===== src/rtl/thumb_inst_align_pkg.sv =====
// Shared Thumb-2 fetch definitions: halfword width, 32-bit instruction prefixes and
// the left-aligned instruction format the pattern decoder consumes.
package thumb_inst_align_pkg;

  localparam int HW_W = 16;

  // hw0[15:11] values that announce a 32-bit Thumb-2 encoding
  localparam logic [4:0] PFX32_A = 5'b11101;
  localparam logic [4:0] PFX32_B = 5'b11110;
  localparam logic [4:0] PFX32_C = 5'b11111;

  function automatic logic is_32bit(input logic [HW_W-1:0] hw);
    logic [4:0] pfx;
    pfx = hw[HW_W-1 -: 5];
    return (pfx == PFX32_A) || (pfx == PFX32_B) || (pfx == PFX32_C);
  endfunction

  // First halfword always lands in [31:16]; a 16-bit instruction zero-fills [15:0].
  function automatic logic [2*HW_W-1:0] left_align(
    input logic [HW_W-1:0] hw0,
    input logic [HW_W-1:0] hw1,
    input logic            wide
  );
    return wide ? {hw0, hw1} : {hw0, {HW_W{1'b0}}};
  endfunction

endpackage


===== src/rtl/thumb_inst_align_hw_fifo4.sv =====
// Halfword FIFO: push 0/1/2, pop 0/1/2 and clear in one cycle; head and next entry
// are exposed directly so a 32-bit instruction can be assembled without a read port.
module hw_fifo4
  import thumb_inst_align_pkg::*;
#(
  parameter int DEPTH = 4,
  parameter int CW    = $clog2(DEPTH + 1)
) (
  input  logic            clk,
  input  logic            rst_n,
  input  logic            clr,
  input  logic [1:0]      push_n,
  input  logic [HW_W-1:0] push_d0,
  input  logic [HW_W-1:0] push_d1,
  input  logic [1:0]      pop_n,
  output logic [HW_W-1:0] hd0,
  output logic [HW_W-1:0] hd1,
  output logic [CW-1:0]   count
);

  logic [DEPTH-1:0][HW_W-1:0] mem_q;
  logic [DEPTH-1:0][HW_W-1:0] mem_d;
  logic [DEPTH-1:0][HW_W-1:0] shifted;
  logic [CW-1:0]              base;

  // Entry 0 is the head: popping shifts the array down, pushes land after the survivors.
  always_comb begin
    shifted = mem_q >> (HW_W * int'(pop_n));
    base    = count - CW'(pop_n);
    mem_d   = shifted;
    for (int i = 0; i < DEPTH; i++) begin
      if (push_n != 2'd0 && CW'(i) == base)           mem_d[i] = push_d0;
      if (push_n == 2'd2 && CW'(i) == base + CW'(1))  mem_d[i] = push_d1;
    end
  end

  always_ff @(posedge clk or negedge rst_n) begin
    if (!rst_n) begin
      mem_q <= '0;
      count <= '0;
    end else begin
      mem_q <= mem_d;
      count <= clr ? '0 : count + CW'(push_n) - CW'(pop_n);
    end
  end

  assign hd0 = mem_q[0];
  assign hd1 = mem_q[1];

endmodule


===== src/rtl/thumb_inst_align.sv =====
// Thumb-2 fetch/align: word fetches with one request in flight, halfword buffering,
// 16/32-bit instruction assembly and branch flush with stale-response dropping.
module thumb_inst_align
  import thumb_inst_align_pkg::*;
#(
  parameter logic [31:0] RESET_PC = 32'h0000_0000,
  parameter int          BUF_HW   = 4
) (
  input  logic        clk,
  input  logic        rst_n,
  output logic        req_valid,
  input  logic        req_ready,
  output logic [31:0] req_addr,
  input  logic        rsp_valid,
  input  logic [31:0] rsp_data,
  input  logic        branch_valid,
  input  logic [31:0] branch_target,
  output logic        inst_valid,
  input  logic        inst_ready,
  output logic [31:0] inst,
  output logic        inst_is32,
  output logic [31:0] inst_pc
);

  localparam int            CW      = $clog2(BUF_HW + 1);
  // A fresh word must always fit: request only while two slots are free.
  localparam logic [CW-1:0] REQ_MAX = CW'(BUF_HW - 2);

  logic [CW-1:0]   count;
  logic [HW_W-1:0] hd0, hd1, push_d0;
  logic [1:0]      push_n, pop_n;
  logic [31:0]     addr_q, pc_q;
  logic            outstanding, drop_rsp, skip_lo;
  logic            wide, req_fire, inst_fire, rsp_take;
  logic            unused_tgt;

  assign unused_tgt = branch_target[0];

  assign wide       = is_32bit(hd0);
  assign inst_valid = !branch_valid &&
                      ((count >= CW'(2)) || (count == CW'(1) && !wide));
  assign inst       = left_align(hd0, hd1, wide);
  assign inst_is32  = wide;
  assign inst_pc    = pc_q;
  assign req_addr   = addr_q;
  assign req_valid  = rst_n && !outstanding && (count <= REQ_MAX);

  assign req_fire  = req_valid && req_ready;
  assign inst_fire = inst_valid && inst_ready;
  assign rsp_take  = rsp_valid && !drop_rsp && !branch_valid;

  assign pop_n   = inst_fire ? (wide ? 2'd2 : 2'd1) : 2'd0;
  assign push_n  = rsp_take ? (skip_lo ? 2'd1 : 2'd2) : 2'd0;
  assign push_d0 = skip_lo ? rsp_data[31:16] : rsp_data[15:0];

  hw_fifo4 #(.DEPTH(BUF_HW)) u_buf (
    .clk     (clk),
    .rst_n   (rst_n),
    .clr     (branch_valid),
    .push_n  (push_n),
    .push_d0 (push_d0),
    .push_d1 (rsp_data[31:16]),
    .pop_n   (pop_n),
    .hd0     (hd0),
    .hd1     (hd1),
    .count   (count)
  );

  always_ff @(posedge clk or negedge rst_n) begin
    if (!rst_n) begin
      addr_q      <= {RESET_PC[31:2], 2'b00};
      pc_q        <= {RESET_PC[31:1], 1'b0};
      outstanding <= 1'b0;
      drop_rsp    <= 1'b0;
      skip_lo     <= RESET_PC[1];
    end else if (branch_valid) begin
      addr_q  <= {branch_target[31:2], 2'b00};
      pc_q    <= {branch_target[31:1], 1'b0};
      skip_lo <= branch_target[1];
      // Anything in flight belongs to the old stream and must be swallowed.
      if (req_fire) begin
        outstanding <= 1'b1;
        drop_rsp    <= 1'b1;
      end else if (outstanding && !rsp_valid) begin
        drop_rsp <= 1'b1;
      end else begin
        outstanding <= 1'b0;
        drop_rsp    <= 1'b0;
      end
    end else begin
      if (rsp_valid) begin
        outstanding <= 1'b0;
        drop_rsp    <= 1'b0;
        if (!drop_rsp) skip_lo <= 1'b0;
      end
      if (req_fire) begin
        outstanding <= 1'b1;
        addr_q      <= addr_q + 32'd4;
      end
      if (inst_fire) pc_q <= pc_q + (wide ? 32'd4 : 32'd2);
    end
  end

endmodule

===== config.mk =====
export PLATFORM = sky130hd
export DESIGN_NAME = thumb_inst_align
export DESIGN_NICKNAME = d
export VERILOG_FILES = /design/src/rtl/thumb_inst_align_pkg.sv /design/src/rtl/thumb_inst_align_hw_fifo4.sv /design/src/rtl/thumb_inst_align.sv
export SDC_FILE = /design/constraint.sdc
export NUM_CORES = 1
export LEC_CHECK = 0
export BUFFER_PORTS_ARGS = -buffer_cell sky130_fd_sc_hd__buf_2
export CORE_MARGIN = 2
export CORE_UTILIZATION = 56
export CTS_CLUSTER_SIZE = 20
export DETAILED_ROUTE_END_ITERATION = 16
export PLACE_DENSITY = 0.79
export SYNTH_ARGS = -nofsm -noshare
export SYNTH_HDL_FRONTEND = slang
export SYNTH_HIERARCHICAL = 1
export SYNTH_SLANG_ARGS = --single-unit

===== constraint.sdc =====
create_clock -name clk -period 5.21 [get_ports clk]
set_clock_uncertainty 0.05 [all_clocks]
set_input_delay 0.521 -clock clk [delete_from_list [all_inputs] [get_ports clk]]
set_output_delay 0.521 -clock clk [all_outputs]
set_load 0.03 [all_outputs]

* After elaboration in Yosys (flattened, before gate mapping) *
Index checks and enable logic that the tools add are counted.

operators by class
  mux-type cells = 31
  shifts and indexed selects = 1
  magnitude comparators = 2
  add/subtract/negate cells = 6
  reduce and logical (&&, ||, !) cells = 34
  equality and inequality tests = 13

operators with widths
  cell                                                                                  count
  16-bit 2-to-1 mux                                                                     10
  32-bit 2-to-1 mux                                                                     4
  64-bit by 6-bit >> shifter with 64-bit output                                         1
  32-bit by 3-bit adder with 32-bit output                                              1
  32-bit by 3-bit adder with 32-bit output (second input constant)                      1
  1-bit logical AND                                                                     17
  5-bit equality test (second input constant)                                           3
  2-bit by 3-bit equality test with 1-bit output (first input constant)                 4
  1-bit 2-to-1 mux                                                                      11
  2-bit 2-to-1 mux                                                                      4
  2-bit nonzero test                                                                    4
  1-bit by 3-bit equality test with 1-bit output (first input constant)                 2
  3-bit logical NOT                                                                     2
  3-bit 2-to-1 mux                                                                      2
  3-bit by 2-bit subtractor with 3-bit output                                           2
  1-bit logical NOT                                                                     5
  2-bit AND reduction                                                                   2
  3-bit by 1-bit adder with 3-bit output (second input constant)                        1
  3-bit by 2-bit adder with 3-bit output                                                1
  3-bit by 1-bit equality test with 1-bit output (second input constant)                1
  3-bit by 2-bit greater-or-equal comparator with 1-bit output (second input constant)  1
  3-bit by 2-bit <= comparator with 1-bit output (second input constant)                1
  1-bit logical OR                                                                      3
  3-bit != test (second input constant)                                                 1
  other kinds (3)                                                                       3

word-level totals
  register bits after elaboration = 134
  logic and storage cells = 97
  output and inout port bits = 99

* Depth between registers and ports, before layout *
  depth in word-level cells = 14
  gate-level depth with buffers = 19
  gate-level depth less buffers = 11

* By module *
The synthesis kept the hierarchy.

by module, submodules not included
  module            area an instance (um2)  cells an instance  times used
  hw_fifo4          4459.3                  506                1
  thumb_inst_align  4108.9                  402                1

* Worst setup path after synthesis *
No wires, ideal clock.

  path kind = reg-to-reg
  start point = register u_buf.mem_q, in the netlist u_buf/hd0[11]
  end point = register u_buf.mem_q, in the netlist u_buf/hd0[12]
  path slack = 0.397 ns
  stages on the path, launching flop included = 19
  library setup time = 0.123 ns
  path buffers = 7
  data arrival time = 4.641 ns
  cell sequence = dfrtp_1 buf_4 o2111a_1 clkbuf_1 inv_1 nor4_1 clkbuf_1 clkbuf_1 inv_1 fa_1 xor2_2 buf_2 ha_1 and3b_1 clkbuf_1 nand2_1 nand3_1 buf_4 o221a_2

on the way
  longest elaborated chain between the ends = 14

ends and longest elaborated chain
  what                                                                                RTL line                                                          RTL
  start: declaration                                                                  thumb_inst_align_hw_fifo4.sv:21                                   logic [DEPTH-1:0][HW_W-1:0] mem_q;
  start signal: assignment                                                            thumb_inst_align_hw_fifo4.sv:42                                   mem_q <= mem_d;
  5-bit equality test                                                                 thumb_inst_align_pkg.sv:15                                        return (pfx == PFX32_A) || (pfx == PFX32_B) || (pfx == PFX32_C);
  1-bit logical OR                                                                    thumb_inst_align_pkg.sv:15
  1-bit logical OR (*)                                                                thumb_inst_align_pkg.sv:15
  1-bit logical NOT                                                                   thumb_inst_align.sv:41                                            ((count >= CW'(2)) || (count == CW'(1) && !wide));
  1-bit logical AND                                                                   thumb_inst_align.sv:41
  1-bit logical OR                                                                    thumb_inst_align.sv:41
  1-bit logical AND                                                                   thumb_inst_align.sv:40                                            assign inst_valid = !branch_valid &&
  1-bit logical AND                                                                   thumb_inst_align.sv:49                                            assign inst_fire = inst_valid && inst_ready;
  2-bit 2-to-1 mux (*)                                                                thumb_inst_align.sv:52                                            assign pop_n = inst_fire ? (wide ? 2'd2 : 2'd1) : 2'd0;
  net pop_n[1]                                                                        thumb_inst_align.sv:31                                            logic [1:0] push_n, pop_n;
  3-bit by 2-bit subtractor with 3-bit output                                         thumb_inst_align_hw_fifo4.sv:29                                   base = count - CW'(pop_n);
  3-bit by 1-bit adder with 3-bit output / 3-bit logical NOT (equally long branches)  thumb_inst_align_hw_fifo4.sv:33, thumb_inst_align_hw_fifo4.sv:32
  3-bit logical NOT / 1-bit logical AND (equally long branches)                       thumb_inst_align_hw_fifo4.sv:33, thumb_inst_align_hw_fifo4.sv:32
  1-bit logical AND / 16-bit 2-to-1 mux (equally long branches)                       thumb_inst_align_hw_fifo4.sv:33, thumb_inst_align_hw_fifo4.sv:32
  16-bit 2-to-1 mux (*)                                                               thumb_inst_align_hw_fifo4.sv:33                                   if (push_n == 2'd2 && CW'(i) == base + CW'(1)) mem_d[i] = push_d1;

Mark *: on every way through the listed nets, which the timed path passes. The rest lies on a longest branch.
A chain may end at the register's enable or synchronous reset.

==> flow_metrics.py <==
metrics = {
    "power": {
        "p_clk_share_pct": 25.5,
        "combPwrFrac_pct": 40.2,
        "p_sw_share_pct": 40.42,
        "peakVddDrop_v": 0.0002816,
        "power_density_mw_per_mm2": 462.6,
        "p_int_mw": 2.702,
        "seq_power_share_pct": 34.3,
        "power.switching_mw": 1.833,
        "leakage_nw": 4.227,
    },
    "cts": {
        "cts_buffers": 17,
        "cts_tree": "built",
        "clock_latency_ns": 0.42,
        "ctsHoldBuffers": 0,
        "clk_path_buf_depth": 2,
        "htree_levels": 4,
        "cts_setup_buffers": 0,
        "cts_sinks": 131,
        "clk_pin_slew_ns": 0.06,
        "cts_root_buf": "clkbuf_16",
        "cts_resized": 0,
    },
    "setup_path": {
        "cp_max_fo": 32,
        "cp-start-kind": "register",
        "worstPathCellList": "o2111a_1 -> inv_1 -> nor4_2 -> inv_1 -> fa_1 -> xor2_2 -> buf_4 -> ha_1 -> and3b_1 -> and3_1 -> o21ai_0",
        "crit_top_cell": "inv_1",
        "critical_path.top_delay_family": "simple AND/OR/NAND/NOR gates",
        "r2r-start": "u_buf/hd0[15]$_DFFE_PN0P_",
        "critical_path_buf_inv_count": 3,
        "worstPathArrival_ns": 4.58,
        "r2r_cells": 11,
        "critical_path_required_ns": 5.40,
        "slowest_stage": "and3_1",
        "critical_path_class": "register to register",
        "r2r_end": "u_buf/mem_q[60]$_DFF_PN0_",
        "end_kind": "register",
        "slowest_delay_ns": 0.90,
        "ff2ff_setup_slack_ns": 0.82,
    },
    "final_layout": {
        "layout.nets": 1093,
        "area_growth_pct": 14.41,
        "n_antenna_cell": 0,
        "drive_gt1_share_pct": 29.30,
        "layout.cells.non_filler": 1212,
        "design_area_mm2": 0.009803,
        "fillers": 1273,
        "utilization_pct": 64.97,
    },
    "floorplan": {
        "rows": 45,
        "initial_core_util_pct": 56.78,
        "ioPinCount": 169,
        "die_w_um": 127.7,
        "die_height_um": 127.7,
        "die_area_mm2": 0.01631,
        "core_area_mm2": 0.01509,
    },
    "global_routing": {
        "grtUsageTotal_pct": 30.48,
        "grt_pass1_vias": 7364,
        "grt_first_pass_wirelength_um": 38730,
        "antenna_found_initial": 0,
        "grt_max_degree": 69,
        "grt-ovfl-total": 0,
    },
    "timing": {
        "post-route-min-period_ns": 4.391,
        "worst_pin_slew_ns": 1.084,
        "setup_tns_ns": 0,
        "maxSlewViolCount": 0,
        "fin_crit_sh_pct": 84.27,
        "maxSlewHeadroom_pct": 27.75,
        "setup_viol": 0,
        "rsz0062_at_grt": "false",
        "timing.fmax_mhz": 227.8,
        "hold_violations": 0,
    },
    "synth": {
        "syn_area_mm2": 0.008568,
        "synth_edf_count": 0,
        "syn_area_per_cell_um2": 9.436,
        "synth_top_area_share_pct": 38.26,
        "ys.flop_type": "dfrtp_1",
        "yosys_warnings": 6,
        "yosysSeqAreaShare_pct": 38.26,
        "async_reset_ff_share_pct": 100.0,
        "syn_inst": 908,
        "yosys-top-cells-area": "dfrtp_1, mux2_2, mux2i_1",
        "synth_top_area_cell": "dfrtp_1",
        "yosysUniqueCellTypes": 62,
        "synth_seq_cells": 131,
    },
    "route": {
        "first_pass_iters": 5,
        "ant_nets": 0,
        "viasPerCell": 6.341,
        "initialDrtViolationCount": 614,
        "vias": 7685,
        "totalWireLength_um": 24650,
        "drc": 0,
        "wl_per_cell_um": 20.34,
    },
    "placement": {
        "placed_area_mm2": 0.009229,
        "routabilityCongestion": 0.8135,
        "detailedPlacementHpwl_um": 16240,
        "port_buffers": 164,
        "dp.cells": 1181,
    },
    "hold_path": {
        "hold_path.class": "input pin to asynchronous set/reset pin",
    },
    "job": {
        "maxCapViolations": 0,
    },
    "outcome": {
        "outcome": "completed",
    },
}
[cells in the mapped netlist, types with 4 or more instances]
cell	instances
nand4_1	33
and2_1	25
o21ai_0	42
a211oi_1	10
mux2i_1	43
a31oi_1	41
xnor2_1	33
and3_1	26
clkbuf_1	42
a21oi_1	32
nor2b_1	5
o211ai_1	13
nand3_1	25
ha_1	7
nand2b_1	8
mux2_2	56
nor3_1	8
fa_1	4
or3_1	21
xor2_1	19
nor4_1	5
o2bb2ai_1	19
nand3_2	4
buf_4	37
a21boi_0	5
buf_2	12
dfrtp_1	131
o221a_2	12
inv_1	20
nor2_1	50
nand2_1	78
[how the worst max path moves through the flow]
stage                              start                   endpoint  slack, ns  cells past startpoint
4_1_cts        u_buf/hd0[15]$_DFFE_PN0P_  u_buf/mem_q[60]$_DFF_PN0_       0.82                     11
2_1_floorplan  u_buf/hd0[11]$_DFFE_PN0P_  u_buf/hd0[12]$_DFFE_PN0P_       0.40                     18
3_5_place_dp   u_buf/hd0[15]$_DFFE_PN0P_   u_buf/hd0[5]$_DFFE_PN0P_       0.86                     12
5_1_grt        u_buf/hd0[15]$_DFFE_PN0P_  u_buf/mem_q[54]$_DFF_PN0_       0.50                     11
3_3_place_gp   u_buf/hd0[15]$_DFFE_PN0P_   u_buf/hd0[8]$_DFFE_PN0P_       0.90                     12
6_report       u_buf/hd0[15]$_DFFE_PN0P_  u_buf/mem_q[60]$_DFF_PN0_       0.82                     11
[layer usage]
layer  share of wire, %  global-route usage, %
met5                  0                      0
met2                 48                  50.87
met1                 39                  38.53
met3                8.5                  5.217
met4                3.9                  14.93
[flip-flops by register name, summed over array words and instances, names as in the netlist]
register / cells
drop_rsp: 1
inst_pc: 31
outstanding: 1
req_addr: 30
skip_lo: 1
u_buf/count: 3
u_buf/hd0: 16
u_buf/hd1: 16
u_buf/mem_q: 32
[cells in the final DEF, fill, tap and decap left out, types with 14 or more instances in the layout]
cell and n:
buf_2 163, dfrtp_1 131, nand2_1 78, mux2_2 56
nor2_1 50, mux2i_1 43, o21ai_0 42, a31oi_1 41
xnor2_1 33, nand4_1 33, a21oi_1 32, and3_1 26
and2_1 25, nand3_1 25, or3_1 21, inv_1 19
xor2_1 19, o2bb2ai_1 19, clkbuf_16 17, buf_4 14
[worst register-to-register path, delay by kind of cell, from the launching register on]
family | cells | cell delay [ns]
compound gates | 2 | 0.78
xor+xnor | 1 | 0.16
flops | 1 | 0.42
buf+inv | 3 | 0.59
simple gates | 3 | 1.47
fa+ha+maj | 2 | 0.75
[kinds of logic (layout without fill, tap and decap cells)]
group / after synthesis / in the layout / synth area share, %
AND/OR/NAND/NOR: 309 / 309 / 19.67
AO/OA/AOI/OAI: 188 / 188 / 15.00
multiplexers: 100 / 100 / 12.56
other: 1 / 3 / 0.04377
adder cells (fa/ha/maj): 11 / 11 / 1.957
XOR/XNOR: 53 / 53 / 5.505
flip-flops: 131 / 131 / 38.26
buffers and inverters: 115 / 229 / 7.009
[layout make-up]
cell class	count	area, µm²	share of cell area, %
multi-input combinational	664	4708	48.03
sequential	131	3278	33.44
timing repair buffer	178	932.1	9.509
clock buffer	23	498.0	5.080
tap	188	235.2	2.399
clock inverter	8	76.32	0.7786
inverter	20	75.07	0.7658
[power groups by stage]
stage	Combinational [mW]	Sequential, mW	Clock (mW)
after floorplan	1.37	1.60	0
after global placement	1.75	1.56	0
after detailed placement	1.80	1.57	0
after CTS	1.81	1.55	1.17
after global routing	1.97	1.59	1.22
final	1.82	1.56	1.16
[per-stage QoR]
step / hold WS (ns) / setup WS [ns] / total power [mW]
final: 0.03598 / 0.8194 / 4.535
after global routing: 0.08136 / 0.5045 / 4.774
after CTS: 0.06641 / 0.8160 / 4.530
after detailed placement: 0.4857 / 0.8578 / 3.364
after global placement: 0.4751 / 0.9008 / 3.308
after floorplan: 0.1754 / 0.3967 / 2.975
No activity file was read; power rests on OpenSTA's default activity.
